===== config.mk =====
export PLATFORM = sky130hd
export DESIGN_NAME = ir_receiver_sm
export DESIGN_NICKNAME = d
export VERILOG_FILES = /design/src/rtl/ir_pkg.sv /design/src/rtl/ir_envelope_detector.sv /design/src/rtl/ir_receiver_sm.sv
export SDC_FILE = /design/constraint.sdc
export NUM_CORES = 1
export LEC_CHECK = 0
export ABC_AREA = 0
export CAP_MARGIN = 10
export CORE_ASPECT_RATIO = 0.8
export CORE_MARGIN = 2
export CORE_UTILIZATION = 60
export DETAILED_ROUTE_END_ITERATION = 10
export HOLD_SLACK_MARGIN = 0.15
export PLACE_DENSITY = 0.78
export SLEW_MARGIN = 10
export SYNTH_ARGS = -nofsm -noshare
export SYNTH_HDL_FRONTEND = slang
export SYNTH_SLANG_ARGS = --single-unit

===== constraint.sdc =====
create_clock -name CLK -period 3.7 [get_ports CLK]
set_input_delay 1.11 -clock CLK [delete_from_list [all_inputs] [get_ports CLK]]
set_output_delay 1.11 -clock CLK [all_outputs]
set_load 0.05 [all_outputs]

===== src/rtl/ir_pkg.sv =====
// Shared IR link definitions: burst pulse counts, receiver states
// and command bit positions used by both ends of the link.
package ir_pkg;

    // Carrier periods per burst class, and the tolerance on each
    localparam int IR_START_PULSES = 88;
    localparam int IR_SEL_PULSES   = 22;
    localparam int IR_ZERO_PULSES  = 20;
    localparam int IR_ONE_PULSES   = 47;
    localparam int IR_TOL          = 4;

    // Width of the burst pulse counter; all-ones means saturated
    localparam int PULSE_W = 8;

    // Position of each drive direction within the command word
    localparam int CMD_RIGHT    = 0;
    localparam int CMD_LEFT     = 1;
    localparam int CMD_BACKWARD = 2;
    localparam int CMD_FORWARD  = 3;
    localparam int CMD_BITS     = 4;

    typedef enum logic [1:0] {
        IDLE,
        SEL,
        BITS,
        DONE
    } ir_state_t;

    // Which burst classes a finished burst falls into
    typedef struct packed {
        logic is_start;
        logic is_sel;
        logic is_zero;
        logic is_one;
    } burst_class_t;

    // A saturated count is never trusted as a match
    function automatic logic count_match(
        input logic [PULSE_W-1:0] c,
        input int                 n,
        input int                 tol
    );
        int ci;
        ci = int'(c);
        return (c != {PULSE_W{1'b1}})
            && (ci >= n - tol)
            && (ci <= n + tol);
    endfunction

endpackage


===== src/rtl/ir_envelope_detector.sv =====
// Recovers the carrier envelope from the raw IR pin and counts the
// carrier pulses making up each burst.
module ir_envelope_detector
    import ir_pkg::*;
#(
    parameter int ENV_TIMEOUT = 4000
) (
    input  logic               CLK,
    input  logic               RESET,
    input  logic               IR_IN,
    output logic               ENV,
    output logic               BURST_END,
    output logic [PULSE_W-1:0] PULSE_COUNT
);

    localparam int IW = $clog2(ENV_TIMEOUT + 1);

    // [0],[1] synchroniser stages, [2] previous synchronised value
    logic [2:0]         sync_q;
    logic               rise;
    logic [IW-1:0]      idle_cnt;
    logic [PULSE_W-1:0] pulse_cnt;

    assign rise = sync_q[1] & ~sync_q[2];

    // Bring the asynchronous pin into the clock domain
    always_ff @(posedge CLK) begin
        if (RESET) begin
            sync_q <= '0;
        end else begin
            sync_q <= {sync_q[1:0], IR_IN};
        end
    end

    // Track the envelope, count pulses, and report each finished burst
    always_ff @(posedge CLK) begin
        if (RESET) begin
            ENV         <= 1'b0;
            BURST_END   <= 1'b0;
            PULSE_COUNT <= '0;
            idle_cnt    <= '0;
            pulse_cnt   <= '0;
        end else begin
            BURST_END <= 1'b0;
            if (rise) begin
                ENV      <= 1'b1;
                idle_cnt <= '0;
                if (pulse_cnt != {PULSE_W{1'b1}}) begin
                    pulse_cnt <= pulse_cnt + 1'b1;
                end
            end else if (ENV) begin
                if (idle_cnt == IW'(ENV_TIMEOUT - 1)) begin
                    ENV         <= 1'b0;
                    BURST_END   <= 1'b1;
                    PULSE_COUNT <= pulse_cnt;
                    pulse_cnt   <= '0;
                    idle_cnt    <= '0;
                end else begin
                    idle_cnt <= idle_cnt + 1'b1;
                end
            end
        end
    end

endmodule


===== src/rtl/ir_receiver_sm.sv =====
// IR packet receiver: frames start/select/bit bursts into a 4-bit
// drive command and drops the command to stop when the link goes quiet.
module ir_receiver_sm
    import ir_pkg::*;
#(
    parameter int ENV_TIMEOUT  = 4000,
    parameter int START_PULSES = IR_START_PULSES,
    parameter int SEL_PULSES   = IR_SEL_PULSES,
    parameter int ZERO_PULSES  = IR_ZERO_PULSES,
    parameter int ONE_PULSES   = IR_ONE_PULSES,
    parameter int TOL          = IR_TOL,
    parameter int MAX_GAP      = 200000,
    parameter int LINK_TIMEOUT = 25000000
) (
    input  logic                CLK,
    input  logic                RESET,
    input  logic                IR_IN,
    output logic [CMD_BITS-1:0] COMMAND_OUT,
    output logic                CMD_VALID,
    output logic                PKT_ERROR,
    output logic                LINK_UP
);

    localparam int GW = $clog2(MAX_GAP + 1);
    localparam int LW = $clog2(LINK_TIMEOUT + 1);

    logic                env;
    logic                burst_end;
    logic [PULSE_W-1:0]  pulse_count;
    burst_class_t        cls;
    logic                gap_expired;

    ir_state_t           state;
    logic [1:0]          bit_idx;
    logic [CMD_BITS-1:0] shift_q;
    logic [GW-1:0]       gap_cnt;
    logic [LW-1:0]       link_cnt;

    ir_envelope_detector #(
        .ENV_TIMEOUT (ENV_TIMEOUT)
    ) u_env (
        .CLK         (CLK),
        .RESET       (RESET),
        .IR_IN       (IR_IN),
        .ENV         (env),
        .BURST_END   (burst_end),
        .PULSE_COUNT (pulse_count)
    );

    // Classify the count of the burst that just ended
    always_comb begin
        cls          = '0;
        cls.is_start = count_match(pulse_count, START_PULSES, TOL);
        cls.is_sel   = count_match(pulse_count, SEL_PULSES, TOL);
        cls.is_zero  = count_match(pulse_count, ZERO_PULSES, TOL);
        cls.is_one   = count_match(pulse_count, ONE_PULSES, TOL);
    end

    // Envelope low for too long inside a packet
    assign gap_expired = !env && (gap_cnt == GW'(MAX_GAP - 1));

    // Packet framing, gap and link timers, registered outputs
    always_ff @(posedge CLK) begin
        if (RESET) begin
            state       <= IDLE;
            bit_idx     <= '0;
            shift_q     <= '0;
            gap_cnt     <= '0;
            link_cnt    <= '0;
            COMMAND_OUT <= '0;
            CMD_VALID   <= 1'b0;
            PKT_ERROR   <= 1'b0;
            LINK_UP     <= 1'b0;
        end else begin
            CMD_VALID <= 1'b0;
            PKT_ERROR <= 1'b0;

            if (link_cnt != '0) begin
                link_cnt <= link_cnt - 1'b1;
                if (link_cnt == LW'(1)) begin
                    COMMAND_OUT <= '0;
                    LINK_UP     <= 1'b0;
                end
            end

            if ((state == SEL || state == BITS) && !env) begin
                gap_cnt <= gap_cnt + 1'b1;
            end else begin
                gap_cnt <= '0;
            end

            unique case (state)
                IDLE: begin
                    if (burst_end && cls.is_start) begin
                        state <= SEL;
                    end
                end
                SEL: begin
                    if (burst_end) begin
                        if (cls.is_sel) begin
                            state   <= BITS;
                            bit_idx <= '0;
                        end else begin
                            PKT_ERROR <= 1'b1;
                            state     <= IDLE;
                        end
                    end else if (gap_expired) begin
                        PKT_ERROR <= 1'b1;
                        state     <= IDLE;
                    end
                end
                BITS: begin
                    if (burst_end) begin
                        if (cls.is_zero || cls.is_one) begin
                            shift_q[bit_idx] <= cls.is_one;
                            bit_idx          <= bit_idx + 1'b1;
                            if (bit_idx == 2'd3) begin
                                state <= DONE;
                            end
                        end else begin
                            PKT_ERROR <= 1'b1;
                            state     <= IDLE;
                        end
                    end else if (gap_expired) begin
                        PKT_ERROR <= 1'b1;
                        state     <= IDLE;
                    end
                end
                DONE: begin
                    // Placed last so a coincident expiry loses
                    COMMAND_OUT <= shift_q;
                    CMD_VALID   <= 1'b1;
                    LINK_UP     <= 1'b1;
                    link_cnt    <= LW'(LINK_TIMEOUT);
                    state       <= IDLE;
                end
            endcase
        end
    end

endmodule


==> results of run 1 <==
flip-flops by register name (all words and copies together), names as in the netlist:
| register | flops |
|---|---|
| u_env.pulse_cnt | 8 |
| gap_cnt | 18 |
| u_env.idle_cnt | 12 |
| link_cnt | 25 |
| u_env.ENV | 1 |
| PKT_ERROR | 1 |
| shift_q | 4 |
| u_env.PULSE_COUNT | 8 |
| COMMAND_OUT | 4 |
| u_env.BURST_END | 1 |
| CMD_VALID | 1 |
| u_env.sync_q | 3 |
| LINK_UP | 1 |
| bit_idx | 2 |
| state | 2 |
cells in the final DEF, fill, tap and decap left out, types with 3 or more instances in the layout:
cell             instances
inv_1                   13
and4_1                   3
a22o_1                  12
nor2_1                  77
nand3_1                 26
ha_1                    15
nor3_1                   5
nand2_1                 25
nor2b_1                  9
nor4_1                   6
a21oi_1                 28
o21ai_1                  4
clkinvlp_4               3
nor4_2                   3
a211oi_1                 3
and3_1                   8
o22ai_1                  3
clkdlybuf4s50_1          9
clkbuf_8                11
xor2_1                  26
dfxtp_1                 91
nand2b_1                 7
or3_1                   12
o21ai_0                 13
nand4_1                  9
xnor2_1                 20
routing by layer:
layer / up-vias / routed length (um) / track usage (%)
met5: - / 0 / 0
met4: 0 / 42 / 6.53
met3: 4 / 288 / 5.11
met2: 51 / 3530 / 34.5
met1: 1499 / 4110 / 30.4
li1: 1673 / - / -
synthesized netlist by cell type (3+ instances only):
cell type  instances
a21oi_1           28
o22ai_1            3
nor2b_1            9
a211oi_1           3
clkbuf_1           7
and3_1             8
nand2_1           25
a22o_1            12
and4_1             3
dfxtp_1           91
nor2_1            77
nand3_1           26
ha_1              15
nor4_1             6
nor3_1             5
nand2b_1           7
nor4_2             3
nand4_1            9
o21ai_1            4
inv_1             13
xnor2_1           20
o21ai_0           13
or3_1             12
xor2_1            26
worst max-delay path by stage:
stage                                              to  depth (start not counted)  slack [ns]                 start
global route                                  LINK_UP                          1         1.0  LINK_UP$_SDFFE_PP0P_
detailed placement  u_env.PULSE_COUNT[2]$_SDFFE_PP0P_                          5        0.94                 RESET
floorplan                      gap_cnt[10]$_SDFF_PP0_                          5        1.66                 RESET
CTS                                           LINK_UP                          1        1.02  LINK_UP$_SDFFE_PP0P_
finish                                        LINK_UP                          1        1.05  LINK_UP$_SDFFE_PP0P_
global placement      u_env.idle_cnt[10]$_SDFFE_PP0P_                          5        1.01                 RESET
cell families after synthesis:
logic type	share of synthesized area (%)
flops	43.3
fa+ha+maj	4.46
compound gates	12.3
buf+inv	2.74
simple gates	26.9
xor+xnor	9.58
mux	0.744
power breakdown:
group / switching (mW) / total (mW) / internal (mW)
Sequential: 0.142 / 1.24 / 1.10
Combinational: 0.575 / 1.01 / 0.431
Clock: 0.345 / 0.694 / 0.350
layout make-up:
| type | instances | area, sq um |
|---|---|---|
| Multi-Input combinational cell | 355 | 2270 |
| Fill cell | 570 | 2260 |
| Sequential cell | 91 | 1820 |
| Clock buffer | 11 | 151 |
| Tap cell | 87 | 109 |
| Timing Repair Buffer | 10 | 97.6 |
| Clock inverter | 5 | 61.3 |
| Inverter | 13 | 48.8 |
stage by stage:
stage          cell area (sq um)  power, mW  setup slack (ns)  hold WS (ns)
6_report                    4560       2.94              1.05         0.449
5_1_grt                     4560       3.13             0.997         0.480
4_1_cts                     4560       2.95              1.02         0.450
3_5_place_dp                4350       2.24             0.940         0.429
3_3_place_gp                4350       2.21              1.01         0.422
2_1_floorplan               4210       2.06              1.66         0.414
==> reports/results.txt, run 1 <==
status: finished clean
WHS Endpoint: u_env.sync_q[1]$_SDFF_PP0_
diodes inserted: 0
Max FO, Critical Path: 2
Setup CP Type: reg2out
delay-heaviest family, CP: buffers and inverters
count of state elements after synthesis: 91
Syn Inst Count: 471
drt initial violations: 176
warning count from the yosys run: 0
clock skew: 0.00802 ns
Hold Crit Depth: 1
Final period util: 71.7%
achievable clock frequency: 377 MHz
Syn Nets: 489
Mapped Area: 4210 sq um
Core Area: 6820 sq um
RSZ-0062 raised after global routing: no
Clock Tree Buf Depth: 2
Resized cells post-CTS: 0
Seq/Total Area, Yosys: 43.3%
total gr overflow: 0
Slew @ Worst Pin: 0.578 ns
clock sink count: 91
Die X: 97.6 um
Reg2Reg Depth: 8
Initial Utilization: 61.6%
Fin Setup TNS: 0 ns
Final Net Count: 498
DIE AREA: 7700 sq um
CP max stage delay: 0.82 ns
initial antenna violation count: 0
vias per inst: 5.64
DR pass1 iterations: 5
Root Driver: clkbuf_8
routed vias: 3227
CTS tree: built
crit path time final: 2.65 ns
r2r endpoint: link_cnt[20]$_SDFFE_PP0P_
largest area contributor in the synthesized netlist: dfxtp_1
# placed instances: 556
Synth top area share: 43.3%
final std cells w/o fill: 572
Crit-path slowest cell: clkdlybuf4s50_1
peak supply drop: 312 uV
Lkg Pwr: 1.61 nW
port bufs: 9
power per cell area: 646 nW/um^2
Hold Buf Count CTS: 0
# Post-CTS Setup Buffers: 0
Max Cap Violations: 0
start of the worst register-to-register path: link_cnt[0]$_SDFFE_PP0P_
ys async rst share: 0%
Detailed Place HPWL: 5680 um
post-layout util: 66.8%
share of cells above drive strength 1: 6.19%
CP Data Required Time: 2.59 ns
DRC: 0
Area Overhead vs Synth: 8.39%
Cell Chain, Critical Path: clkdlybuf4s50_1
I/O pin total: 10
final hold vios: 0
worst-skew pair later-pin latency: 0.35 ns
leading register cell type out of synthesis: dfxtp_1
Worst setup EP type: output pin
average wire per standard cell: 13.9 um
vias in the first global route: 3015
Pins Over Slew Limit: 0
Inserted Clock Buffers: 9
Antenna Violating Nets Remaining: 0
Avg Cell Area, Syn: 8.93 sq um
Critical Path Start Type: flop
Min-Delay Startpoint: u_env.sync_q[0]$_SDFF_PP0_
GP Congestion: 0.802
number of flops mapped to enable cells by yosys: 0
final wirelength: 7970 um
Hold Crit Class: reg2reg
Slew headroom: 61.1%
H-tree levels: 3
Arr. time, crit path: 1.54 ns
clock slew at reported path FFs: 0.09 ns
first-pass GRT wire length: 13800 um
Synth cell types: 56
row cnt: 27
GRT Total Usage: 21.9%
largest net degree at the start of global routing: 34
DIE HEIGHT: 78.9 um
top cells by area, synth: dfxtp_1 (43%), nor2_1 (6.9%), xor2_1 (5.4%)
setup violators final: 0
R2R Setup Slk: 1.43 ns
buffers plus inverters on the worst setup path: 1
Note: power is estimated with default switching activity, not from simulation.
==> run 2: changes to the inputs <==
==> constraint.sdc (replaced) <==
create_clock -name CLK -period 2.65 [get_ports CLK]
set_input_delay 0.795 -clock CLK [delete_from_list [all_inputs] [get_ports CLK]]
set_output_delay 0.795 -clock CLK [all_outputs]
set_load 0.05 [all_outputs]
==> run 2 against run 1 <==
Via count grew 1.5%. Critical path depth is the same. Largest cell class unchanged. Critical endpoint unchanged. Non-clock buffer count grew 4.
==> reports/results.txt, run 2 (synthesis results as in run 1) <==
diodes inserted: 0 (unchanged)
Fin Setup TNS: 0 ns (unchanged)
DR pass1 iterations: 5 (unchanged)
Critical Path Start Type: flop
Detailed Place HPWL: 5570 um (-1.9%)
# Post-CTS Setup Buffers: 0 (unchanged)
Reg2Reg Depth: 8 (unchanged)
achievable clock frequency: 432 MHz
Antenna Violating Nets Remaining: 0 (unchanged)
GP Congestion: 0.832 (+3.7%)
r2r endpoint: link_cnt[20]$_SDFFE_PP0P_
clock slew at reported path FFs: 0.08 ns (about the same)
setup violators final: 0 (unchanged)
Max FO, Critical Path: 2 (unchanged)
drt initial violations: 104 (-41%)
most common cell after layout, fill and taps aside: dfxtp_1
buffers plus inverters on the worst setup path: 1 (unchanged)
area of the multi-input gates: 2270 sq um (unchanged)
Initial Utilization: 61.6% (unchanged)
sw power: 1.46 mW (+38%)
Resized cells post-CTS: 0 (unchanged)
Min-Delay Startpoint: u_env.sync_q[0]$_SDFF_PP0_
total chip power: 4.14 mW (+41%)
Max Cap Violations: 0 (unchanged)
post-layout util: 67.3% (+0.51 points)
Final Net Count: 502 (+0.80%)
total gr overflow: 0 (unchanged)
vias in the first global route: 2960 (-1.8%)
final wirelength: 7690 um (-3.6%)
clock skew: 0.00762 ns (-0.000401 ns)
Largest register FFs: 25 (unchanged)
Clock Tree Buf Depth: 2 (unchanged)
power per cell area: 901 nW/um^2 (+40%)
FF+latch area: 1820 sq um (unchanged)
Slew @ Worst Pin: 0.617 ns (+0.0393 ns)
Pins Over Slew Limit: 0 (unchanged)
Slew headroom: 58.9% (-2.3 points)
most flop-heavy register: link_cnt
DIE HEIGHT: 78.9 um (unchanged)
Core Area: 6820 sq um (unchanged)
Inserted Clock Buffers: 9 (unchanged)
Pint: 2.67 mW (+42%)
most frequent cells in the layout: dfxtp_1 (91), nor2_1 (77), a21oi_1 (28), nand3_1 (26), xor2_1 (26)
largest net degree at the start of global routing: 21 (-38%)
status: finished clean
peak supply drop: 556 uV (+78%)
hold_ws: 0.461 ns (+0.0118 ns)
initial antenna violation count: 0 (unchanged)
share of cells above drive strength 1: 6.75% (+0.56 points)
Cell Chain, Critical Path: clkdlybuf4s50_1
CP Data Required Time: 1.86 ns (-0.73 ns)
R2R Setup Slk: 0.49 ns (-0.94 ns)
H-tree levels: 3 (unchanged)
WHS Endpoint: u_env.sync_q[1]$_SDFF_PP0_
layout filler cell count: 551 (-3.3%)
GRT Total Usage: 20.9% (-1.1 points)
Setup CP Type: reg2out
clock sink count: 91 (unchanged)
Die X: 97.6 um (unchanged)
DRC: 0 (unchanged)
Hold Crit Class: reg2reg
clock power share: 24.3% (+0.7 points)
Final period util: 87.4%
first-pass GRT wire length: 13200 um (-4.1%)
Crit-path slowest cell: clkdlybuf4s50_1
vias per inst: 5.69 (+0.81%)
Root Driver: clkbuf_8
crit path time final: 2.32 ns
port bufs: 9 (unchanged)
final hold vios: 0 (unchanged)
delay-heaviest family, CP: buffers and inverters
routed vias: 3276 (+1.5%)
Logic pwr share: 33.8% (-0.4 points)
CTS tree: built
Area Overhead vs Synth: 9.22%
RSZ-0062 raised after global routing: no
DIE AREA: 7700 sq um (unchanged)
start of the worst register-to-register path: link_cnt[0]$_SDFFE_PP0P_
Largest regs: link_cnt x25, gap_cnt x18, u_env.idle_cnt x12
Flop pwr share: 41.9% (-0.3 points)
Hold Buf Count CTS: 0 (unchanged)
worst-skew pair later-pin latency: 0.35 ns (about the same)
row cnt: 27 (unchanged)
Worst setup EP type: output pin
Lkg Pwr: 1.64 nW (+1.8%)
average wire per standard cell: 13.3 um (-4.3%)
Arr. time, crit path: 1.52 ns (-0.02 ns)
Hold Crit Depth: 1 (unchanged)
I/O pin total: 10 (unchanged)
sw frac: 35.4% (-0.70 points)
CP max stage delay: 0.81 ns (about the same)
## run 2: changes by cell type in the layout (fill, tap and decap cells not counted), sizes merged
cell,before,now
buf,1,5
clkinvlp,3,1
clkinv,1,3
clkbuf,11,10
bufinv,1,2
## run 2: power groups by stage
stage	sequential (mW)	combinational (mW)	clock, mW
3_3_place_gp	1.75	1.33	0
5_1_grt	1.76	1.55	1.08
2_1_floorplan	1.72	1.16	0
3_5_place_dp	1.76	1.36	0
6_report	1.73	1.40	1.00
4_1_cts	1.73	1.39	1.02
## run 2: layout make-up
| type | instances | area share (%) |
|---|---|---|
| Multi-Input combinational cell | 355 | 49.4 |
| Sequential cell | 91 | 39.7 |
| Clock buffer | 10 | 2.78 |
| Timing Repair Buffer | 14 | 2.78 |
| Tap cell | 87 | 2.37 |
| Clock inverter | 6 | 1.96 |
| Inverter | 13 | 1.06 |
## run 2: worst max path at each step
stage | from | endpoint | cells after the start
after CTS | COMMAND_OUT[3]$_SDFFE_PP0P_ | COMMAND_OUT[3] | 1
after floorplan | link_cnt[0]$_SDFFE_PP0P_ | link_cnt[2]$_SDFFE_PP0P_ | 9
after global placement | RESET | u_env.PULSE_COUNT[3]$_SDFFE_PP0P_ | 5
after detailed placement | RESET | u_env.PULSE_COUNT[1]$_SDFFE_PP0P_ | 5
after global routing | COMMAND_OUT[1]$_SDFFE_PP0P_ | COMMAND_OUT[1] | 1
final | LINK_UP$_SDFFE_PP0P_ | LINK_UP | 1
## run 2: worst reg2reg max path: cells and delay by family, from the launching register on
kind                     cells  cell delay (ns)
AO/OA/AOI/OAI                2             0.55
adder cells (fa/ha/maj)      1             0.21
XOR/XNOR                     1             0.16
AND/OR/NAND/NOR              3             0.66
buffers and inverters        1             0.10
flip-flops                   1             0.36
## run 2: routing by layer
layer | vias up | share of wire, % | track usage (%)
met3 | 6 | 3.9 | 4.49
met1 | 1532 | 51 | 28.1
li1 | 1685 | - | -
met4 | 0 | 0.78 | 5.97
met2 | 53 | 45 | 34.1
met5 | - | 0 | 0
## run 2: through the flow
stage	worst slack (ns)	area [sq um]	instances
floorplan	0.818	4210	471
global placement	0.388	4380	560
detailed placement	0.279	4380	560
CTS	0.332	4590	576
global route	0.303	4590	576
finish	0.334	4590	576
==> run 3: changes to the inputs <==
--- a/config.mk
+++ b/config.mk
@@ -8,11 +8,11 @@
 export ABC_AREA = 0
 export CAP_MARGIN = 10
 export CORE_ASPECT_RATIO = 0.8
-export CORE_MARGIN = 2
+export CORE_MARGIN = 4
 export CORE_UTILIZATION = 60
 export DETAILED_ROUTE_END_ITERATION = 10
-export HOLD_SLACK_MARGIN = 0.15
 export PLACE_DENSITY = 0.78
+export RECOVER_POWER = 25
 export SLEW_MARGIN = 10
 export SYNTH_ARGS = -nofsm -noshare
 export SYNTH_HDL_FRONTEND = slang
==> run 3 against run 2 <==
Maximum frequency decreased by 1.0%. Clock-buffer cell count unchanged. Flip-flop and latch count unchanged. Via count decreased by 0.31%. Worst hold slack improved by 0.0048 ns. Sequential share of layout area increased by 0.11 points. Utilization decreased by 0.51 points. First-iteration DRC count increased by 36%. Critical path type unchanged. Largest power group unchanged. Highest routed layer unchanged.
==> reports/results.txt, run 3 (synthesis results as in run 1) <==
status: finished clean
Root Driver: clkbuf_8
# Post-CTS Setup Buffers: 0 (unchanged)
Setup CP Type: reg2out
Resized cells post-CTS: 0 (unchanged)
DRC: 0 (unchanged)
largest net degree at the start of global routing: 19 (-9.5%)
start of the worst register-to-register path: link_cnt[0]$_SDFFE_PP0P_
clock skew: 0.00863 ns (+0.00102 ns)
setup violators final: 0 (unchanged)
diodes inserted: 0 (unchanged)
layout filler cell count: 558 (+1.3%)
CTS tree: built
H-tree levels: 3 (unchanged)
vias in the first global route: 3071 (+3.8%)
delay-heaviest family, CP: buffers and inverters
power per cell area: 900 nW/um^2 (-0.14%)
DR pass1 iterations: 4 (-1)
total gr overflow: 0 (unchanged)
drt initial violations: 141 (+36%)
most common cell after layout, fill and taps aside: dfxtp_1
CP Data Required Time: 1.86 ns (about the same)
achievable clock frequency: 427 MHz (-1.0%)
Pins Over Slew Limit: 0 (unchanged)
Antenna Violating Nets Remaining: 0 (unchanged)
Largest regs: link_cnt x25, gap_cnt x18, u_env.idle_cnt x12
row cnt: 27 (unchanged)
Max FO, Critical Path: 2 (unchanged)
GRT Total Usage: 19.7% (-1.2 points)
Max Cap Violations: 0 (unchanged)
peak supply drop: 498 uV (-10%)
routed vias: 3266 (-0.31%)
Final period util: 88.3% (+0.89 points)
Min-Delay Startpoint: u_env.sync_q[0]$_SDFF_PP0_
first-pass GRT wire length: 13700 um (+3.2%)
Core Area: 6860 sq um (+0.50%)
Inserted Clock Buffers: 9 (unchanged)
DIE AREA: 8420 sq um (+9.4%)
Slew @ Worst Pin: 0.643 ns (+0.0256 ns)
vias per inst: 5.68 (-0.13%)
final wirelength: 7790 um (+1.4%)
Area Overhead vs Synth: 8.92%
Worst setup EP type: output pin
DIE HEIGHT: 82.9 um (+5.1%)
crit path time final: 2.34 ns (+0.0235 ns)
clock slew at reported path FFs: 0.09 ns (about the same)
Arr. time, crit path: 1.54 ns (+0.02 ns)
Critical Path Start Type: flop
Hold Buf Count CTS: 0 (unchanged)
Hold Crit Class: reg2reg
total chip power: 4.12 mW (-0.41%)
Detailed Place HPWL: 5620 um (+0.90%)
most flop-heavy register: link_cnt
Slew headroom: 56.7% (-2.2 points)
hold_ws: 0.466 ns (+0.00479 ns)
clock sink count: 91 (unchanged)
R2R Setup Slk: 0.53 ns (+0.04 ns)
Fin Setup TNS: 0 ns (unchanged)
Die X: 102 um (+4.1%)
GP Congestion: 0.805 (-3.3%)
I/O pin total: 10 (unchanged)
Final Net Count: 501 (-0.20%)
Cell Chain, Critical Path: clkdlybuf4s50_1
Largest register FFs: 25 (unchanged)
most frequent cells in the layout: dfxtp_1 (91), nor2_1 (77), a21oi_1 (28), nand3_1 (27), xor2_1 (26)
port bufs: 9 (unchanged)
Initial Utilization: 61.3% (-0.30 points)
Lkg Pwr: 1.64 nW (-0.24%)
final hold vios: 0 (unchanged)
r2r endpoint: link_cnt[20]$_SDFFE_PP0P_
RSZ-0062 raised after global routing: no
CP max stage delay: 0.81 ns (about the same)
buffers plus inverters on the worst setup path: 1 (unchanged)
average wire per standard cell: 13.6 um (+1.6%)
share of cells above drive strength 1: 6.15% (-0.60 points)
Hold Crit Depth: 1 (unchanged)
initial antenna violation count: 0 (unchanged)
WHS Endpoint: u_env.sync_q[1]$_SDFF_PP0_
Clock Tree Buf Depth: 2 (unchanged)
Reg2Reg Depth: 8 (unchanged)
Crit-path slowest cell: clkdlybuf4s50_1
worst-skew pair later-pin latency: 0.36 ns (about the same)
## run 3: cell types whose count changed in the layout (fill, tap and decap cells not counted), sizes merged
cell and delta:
clkdlybuf4s50 -1, dlygate4sd3 +1, clkbuf +2, buf -3
inv +1, clkinvlp -1
## run 3: metrics by stage
step	area (sq um)	util, %	std cells	worst slack (ns)
finish	4580	66.8	575	0.311
global route	4580	66.8	575	0.269
CTS	4590	67.0	575	0.304
detailed placement	4370	63.7	559	0.240
global placement	4370	63.7	559	0.304
floorplan	4210	-	471	0.818
## run 3: final cells by class
type	count	area [sq um]	area share, %
Clock buffer	10	138	3.00
Clock inverter	6	87.6	1.91
Inverter	13	48.8	1.06
Multi-Input combinational cell	355	2260	49.4
Sequential cell	91	1820	39.8
Tap cell	87	109	2.38
Timing Repair Buffer	13	113	2.46
## run 3: worst max-delay path by stage
stage	startpoint	endpoint	slack, ns	cells after the start
after floorplan	link_cnt[0]$_SDFFE_PP0P_	link_cnt[2]$_SDFFE_PP0P_	0.82	9
after global placement	RESET	u_env.PULSE_COUNT[3]$_SDFFE_PP0P_	0.30	4
after detailed placement	RESET	u_env.PULSE_COUNT[4]$_SDFFE_PP0P_	0.24	4
after CTS	LINK_UP$_SDFFE_PP0P_	LINK_UP	0.30	1
after global routing	COMMAND_OUT[3]$_SDFFE_PP0P_	COMMAND_OUT[3]	0.27	1
final	LINK_UP$_SDFFE_PP0P_	LINK_UP	0.31	1
## run 3: where the power goes
part           switching, mW  total, mW  internal [mW]
clock network          0.483       1.04          0.558
logic                  0.753       1.35          0.599
registers              0.191       1.73           1.54
## run 3: layer usage
| layer | vias to the layer above | track usage, % | wire length, um |
|---|---|---|---|
| li1 | 1679 | - | - |
| met1 | 1520 | 26.9 | 3920 |
| met2 | 56 | 30.3 | 3430 |
| met3 | 11 | 5.88 | 363 |
| met4 | 0 | 4.95 | 82 |
| met5 | - | 0 | 0 |
